$ cat config.mk
export PLATFORM = sky130hd
export DESIGN_NAME = conv_mac_pipe
export DESIGN_NICKNAME = d
export VERILOG_FILES = /design/src/rtl/conv_mac_pipe.sv
export SDC_FILE = /design/constraint.sdc
export NUM_CORES = 2
export LEC_CHECK = 0
export BUFFER_PORTS_ARGS = -buffer_cell sky130_fd_sc_hd__buf_4
export CAP_MARGIN = 10
export CORE_MARGIN = 2
export CORE_UTILIZATION = 45
export CTS_BUF_LIST = sky130_fd_sc_hd__clkbuf_16
export DETAILED_ROUTE_END_ITERATION = 8
export SKIP_CTS_REPAIR_TIMING = 1
export SLEW_MARGIN = 20
export SYNTH_ARGS = -nofsm -noshare
export SYNTH_HDL_FRONTEND = slang
export SYNTH_SLANG_ARGS = --single-unit
$ cat constraint.sdc
create_clock -name clk -period 32.8 [get_ports clk]
set_clock_uncertainty 0.15 [all_clocks]
set_input_delay 4.92 -clock clk [delete_from_list [all_inputs] [get_ports clk]]
set_output_delay 4.92 -clock clk [all_outputs]
set_load 0.02 [all_outputs]
$ cat src/rtl/conv_mac_pipe.sv
// conv_mac_pipe: pipelined multiply-accumulate over one convolution window.
// Stage 0 registers the tap products. TREE_DEPTH registered adder levels reduce them.
// A final stage adds the bias and applies an optional ReLU.
// A single valid bit per stage travels alongside the data, and an output stall freezes the whole pipe.
module conv_mac_pipe #(
  parameter int KERNEL_SIZE = 3,
  parameter int DATA_WIDTH  = 8,
  parameter int ACC_WIDTH   = 32,
  parameter int SIGNED      = 1
) (
  input  logic                                         clk,
  input  logic                                         rst,
  input  logic                                         pipe_flush_i,
  input  logic                                         in_valid_i,
  output logic                                         in_ready_o,
  input  logic [KERNEL_SIZE*KERNEL_SIZE*DATA_WIDTH-1:0] kernel_data_i,
  input  logic [KERNEL_SIZE*KERNEL_SIZE*DATA_WIDTH-1:0] filter_data_i,
  input  logic [ACC_WIDTH-1:0]                         bias_i,
  input  logic                                         relu_en_i,
  output logic                                         out_valid_o,
  input  logic                                         out_ready_i,
  output logic [ACC_WIDTH-1:0]                         conv_data_o
);

  localparam int N          = KERNEL_SIZE * KERNEL_SIZE;
  localparam int TREE_DEPTH = $clog2(N);
  localparam int LATENCY    = TREE_DEPTH + 2;

  // Each tree level has one spare slot (index N) so that the odd-leftover pairing never indexes past the array.
  logic [ACC_WIDTH-1:0] lvl    [0:TREE_DEPTH][0:N];
  logic [ACC_WIDTH-1:0] bias_q [0:TREE_DEPTH];
  logic                 relu_q [0:TREE_DEPTH];
  logic [ACC_WIDTH-1:0] prod   [0:N-1];
  logic [ACC_WIDTH-1:0] out_data_q;
  logic [ACC_WIDTH-1:0] final_sum;
  logic [ACC_WIDTH-1:0] final_result;
  logic [LATENCY-1:0]   valid_q;
  logic                 stall;

  // Number of live terms at a given tree level: ceil(N / 2^level).
  function automatic int level_count(input int level);
    return (N + (1 << level) - 1) >> level;
  endfunction

  // Widen an operand to ACC_WIDTH bits: sign-extend in signed mode, zero-extend otherwise.
  function automatic logic [ACC_WIDTH-1:0] extend(input logic [DATA_WIDTH-1:0] v);
    logic fill;
    fill = (SIGNED != 0) && v[DATA_WIDTH-1];
    return {{(ACC_WIDTH-DATA_WIDTH){fill}}, v};
  endfunction

  // The output handshake is masked during reset, so the reported state is clean before the first reset edge.
  assign out_valid_o = valid_q[LATENCY-1] & ~rst;
  assign conv_data_o = rst ? '0 : out_data_q;
  assign stall       = out_valid_o & ~out_ready_i;
  assign in_ready_o  = ~stall;

  // Per-tap products are computed on the extended operands, so the ACC_WIDTH product wraps correctly.
  always_comb begin
    for (int j = 0; j < N; j++) begin
      prod[j] = extend(kernel_data_i[j*DATA_WIDTH +: DATA_WIDTH]) *
                extend(filter_data_i[j*DATA_WIDTH +: DATA_WIDTH]);
    end
  end

  // Final stage arithmetic: add the bias, and clamp negative sums to zero when ReLU is requested.
  always_comb begin
    final_sum    = lvl[TREE_DEPTH][0] + bias_q[TREE_DEPTH];
    final_result = final_sum;
    if ((SIGNED != 0) && relu_q[TREE_DEPTH] && final_sum[ACC_WIDTH-1]) begin
      final_result = '0;
    end
  end

  // Datapath registers (products, adder tree, bias/ReLU stage) all advance together unless stalled.
  always_ff @(posedge clk) begin
    if (rst) begin
      for (int l = 0; l <= TREE_DEPTH; l++) begin
        for (int i = 0; i <= N; i++) begin
          lvl[l][i] <= '0;
        end
        bias_q[l] <= '0;
        relu_q[l] <= 1'b0;
      end
      out_data_q <= '0;
    end else if (!stall) begin
      for (int j = 0; j < N; j++) begin
        lvl[0][j] <= prod[j];
      end
      lvl[0][N] <= '0;
      bias_q[0] <= bias_i;
      relu_q[0] <= relu_en_i;
      for (int l = 1; l <= TREE_DEPTH; l++) begin
        for (int i = 0; i < (N + 1) / 2; i++) begin
          if (2 * i + 1 < level_count(l - 1)) begin
            lvl[l][i] <= lvl[l-1][2*i] + lvl[l-1][2*i+1];
          end else if (2 * i < level_count(l - 1)) begin
            lvl[l][i] <= lvl[l-1][2*i];
          end else begin
            lvl[l][i] <= '0;
          end
        end
        for (int i = (N + 1) / 2; i <= N; i++) begin
          lvl[l][i] <= '0;
        end
        bias_q[l] <= bias_q[l-1];
        relu_q[l] <= relu_q[l-1];
      end
      out_data_q <= final_result;
    end
  end

  // Valid bits: reset and flush wipe them (flush wins over stall); otherwise they shift in lockstep with the data.
  always_ff @(posedge clk) begin
    if (rst || pipe_flush_i) begin
      valid_q <= '0;
    end else if (!stall) begin
      valid_q <= {valid_q[LATENCY-2:0], in_valid_i};
    end
  end

endmodule

==> impl_metrics.py <==
metrics = {
    "outcome": {
        "status": "finished, final reports clean",
    },
    "synth": {
        "ys.flop_type": "edfxtp_1",
        "synth.area.top_cells": "edfxtp_1 33%, fa_1 18%, ha_1 11%",
        "ys_warn_count": 0,
        "synthArstFlopShare_pct": 0,
        "ys_seq_area_share_pct": 34.6,
        "synth_edf_count": 613,
        "synth_nets": 6463,
        "netlist.area_leader.share_pct": 33.2,
        "syn-mean-instance-area_um2": 10.5,
        "synth_cell_types": 82,
        "yosysTopAreaCell": "edfxtp_1",
        "syn_inst": 5289,
        "ys_ff_latch": 651,
        "syn-cell-area_um2": 55400,
    },
    "worst_setup_path": {
        "crit-reg2reg-launch": "valid_q[5]$_SDFFE_PP0N_",
        "path_max_fanout": 40,
        "cp-startpoint": "rst",
        "reg2regPathDepth": 8,
        "crit_end": "in_ready_o",
        "startpoint_type": "input pin",
        "required_ns": 27.73,
        "r2r-end": "lvl[0][205]$_SDFFCE_PN0P_",
        "cp.arrival_ns": 6.23,
        "cp-end-kind": "output port",
        "rrSetupSlack_ns": 27.23,
        "path_class": "in2out",
    },
    "clock_network": {
        "cts-root-buf": "clkbuf_16",
        "cts_max_level": 3,
        "tritoncts": "built",
        "clock_latency_ns": 0.63,
        "ctsLongestPathBuffers": 3,
        "path_clk_slew_ns": 0.06,
        "numClockSinks": 651,
        "cts_buffers": 75,
    },
    "routing": {
        "via_per_inst": 5.00,
        "ant_nets": 0,
        "drc": 0,
        "finalWirelength_um": 108000,
        "vias": 35844,
        "drt_iter0_markers": 1728,
        "wl_per_cell_um": 15.0,
        "drt_first_pass_iters": 5,
    },
    "die": {
        "start_util_pct": 45.4,
        "die_y_um": 355,
        "die_x_um": 355,
        "num_io_pins": 216,
        "die_area_um2": 126000,
        "num_rows": 128,
        "core-area_um2": 122000,
    },
    "timing": {
        "fmax_ghz": 0.0885,
        "maxSlewViolCount": 0,
        "holdWs_ns": 0.310,
        "worstMarginPinSlew_ns": 1.04,
        "rsz0062_at_grt": "no",
        "finalSetupViolations": 0,
        "hold_viol_final": 0,
        "fin_crit_sh_pct": 34.5,
        "max-slew-margin-rel_pct": 31.0,
        "fin_tns_setup_ns": 0,
        "post-route-min-period_ns": 11.30,
        "setup_slack_ns": 21.50,
    },
    "power": {
        "pwr-share-seq_pct": 30.0,
        "internal-power_mw": 2.60,
        "finalPower_mw": 4.24,
        "p_clk_share_pct": 19.7,
        "p_comb_share_pct": 50.3,
        "switchingPower_mw": 1.64,
        "peakVddDrop_mv": 0.0416,
        "switching_share_pct": 38.6,
        "p_leak_nw": 29.0,
        "p_per_area_nw_per_um2": 69.2,
    },
    "grt": {
        "grt_max_degree": 205,
        "antenna_found_initial": 1,
        "grt_pass1_wl_um": 183000,
        "grt_use_total_pct": 17.5,
        "overflow": 0,
        "grt_pass1_vias": 36456,
    },
    "placement": {
        "portBuffers": 215,
        "hpwl_um": 83500,
        "pre_cts_ws_ns": 21.49,
        "place_congestion": 0.850,
    },
    "final_layout": {
        "drive_above_1_share_pct": 7.10,
        "area_growth_pct": 10.7,
        "final_common_cell": "inv_1",
        "antenna_cells": 0,
        "mostFrequentLayoutCells": "827 x inv_1, 648 x and2_1, 613 x edfxtp_1, 512 x fa_1, 480 x ha_1",
        "nFillCells": 11288,
        "fin_nets": 6664,
    },
    "min_path": {
        "min_path_type": "reg2reg",
    },
    "job": {
        "maxCapViolations": 0,
    },
}
==> cell usage after synthesis, drive strengths merged (13+ instances only) <==
| library cell | instances |
|---|---|
| a211oi | 21 |
| a21boi | 25 |
| a21o | 119 |
| a21oi | 219 |
| a22o | 30 |
| a31oi | 17 |
| and2 | 648 |
| and3 | 35 |
| clkbuf | 95 |
| dfxtp | 38 |
| edfxtp | 613 |
| fa | 512 |
| ha | 480 |
| inv | 816 |
| nand2 | 260 |
| nand2b | 57 |
| nand3 | 44 |
| nand4 | 16 |
| nor2 | 345 |
| nor2b | 130 |
| nor3 | 80 |
| o211ai | 13 |
| o21a | 24 |
| o21ai | 156 |
| o21bai | 22 |
| o41ai | 13 |
| or3 | 16 |
| xnor2 | 193 |
| xor2 | 93 |
==> critical path, stage by stage <==
cell and delay (ns):
buf_4 0.22, nor2b_1 0.16, and2_1 0.14, buf_4 0.38
inv_1 0.20, buf_4 0.20
==> sequential cells by signal, summed over array words and instances, names as in the netlist <==
| register | flops |
|---|---|
| relu_q | 5 |
| out_data_q | 32 |
| bias_q | 160 |
| lvl | 448 |
| valid_q | 6 |
==> area by class of cell <==
type / instances / area [µm²] / share of cell area, %
Timing Repair Buffer: 228 / 1740 / 2.83
Tap cell: 1625 / 2030 / 3.31
Multi-Input combinational cell: 3717 / 32800 / 53.5
Clock inverter: 58 / 588 / 0.958
Sequential cell: 651 / 19200 / 31.2
Clock buffer: 77 / 1930 / 3.14
Inverter: 817 / 3070 / 5.01
==> logic make-up (layout without fill, tap and decap cells) <==
| family | count (synthesis) | after routing | share of synthesized area (%) |
|---|---|---|---|
| xor+xnor | 286 | 286 | 4.52 |
| buf+inv | 921 | 1180 | 6.24 |
| fa+ha+maj | 992 | 992 | 29.3 |
| simple gates | 1667 | 1667 | 15.9 |
| flops | 651 | 651 | 34.6 |
| compound gates | 752 | 752 | 9.08 |
| mux | 20 | 20 | 0.381 |
==> worst min path at each step <==
stage / slack [ns] / cells past startpoint / endpoint / startpoint
after global routing: 0.33 / 1 / out_data_q[26]$_SDFFE_PP0N_ / out_data_q[26]$_SDFFE_PP0N_
after floorplan: 0.28 / 2 / valid_q[0]$_SDFFE_PP0N_ / valid_q[0]$_SDFFE_PP0N_
final: 0.31 / 2 / valid_q[1]$_SDFFE_PP0N_ / valid_q[1]$_SDFFE_PP0N_
after global placement: 0.30 / 2 / valid_q[2]$_SDFFE_PP0N_ / valid_q[2]$_SDFFE_PP0N_
after CTS: 0.31 / 2 / valid_q[4]$_SDFFE_PP0N_ / valid_q[4]$_SDFFE_PP0N_
after detailed placement: 0.30 / 2 / valid_q[2]$_SDFFE_PP0N_ / valid_q[2]$_SDFFE_PP0N_
==> through the flow <==
step	instance area, µm²	utilization, %	cells
floorplan	55400	-	5289
global placement	58800	48.2	7038
detailed placement	58800	48.2	7038
CTS	61400	50.3	7173
global route	61400	50.3	7173
finish	61400	50.3	7173
==> power by group through the flow <==
stage | registers [mW] | logic [mW] | clock network [mW]
2_1_floorplan | 1.23 | 1.69 | 0
3_3_place_gp | 1.29 | 2.13 | 0
3_5_place_dp | 1.29 | 2.14 | 0
4_1_cts | 1.28 | 2.17 | 0.860
5_1_grt | 1.29 | 2.48 | 0.894
6_report | 1.27 | 2.14 | 0.835
==> layer usage <==
layer	up-vias	share of wire, %	global-route usage [%]	routed length, µm
li1	17876	-	-	-
met2	532	48	29.3	51500
met5	-	0	0	0
met3	125	3.3	1.71	3520
met1	17311	47	24.4	50600
met4	0	1.9	4.33	2060
(Power assumes the default switching activity.)
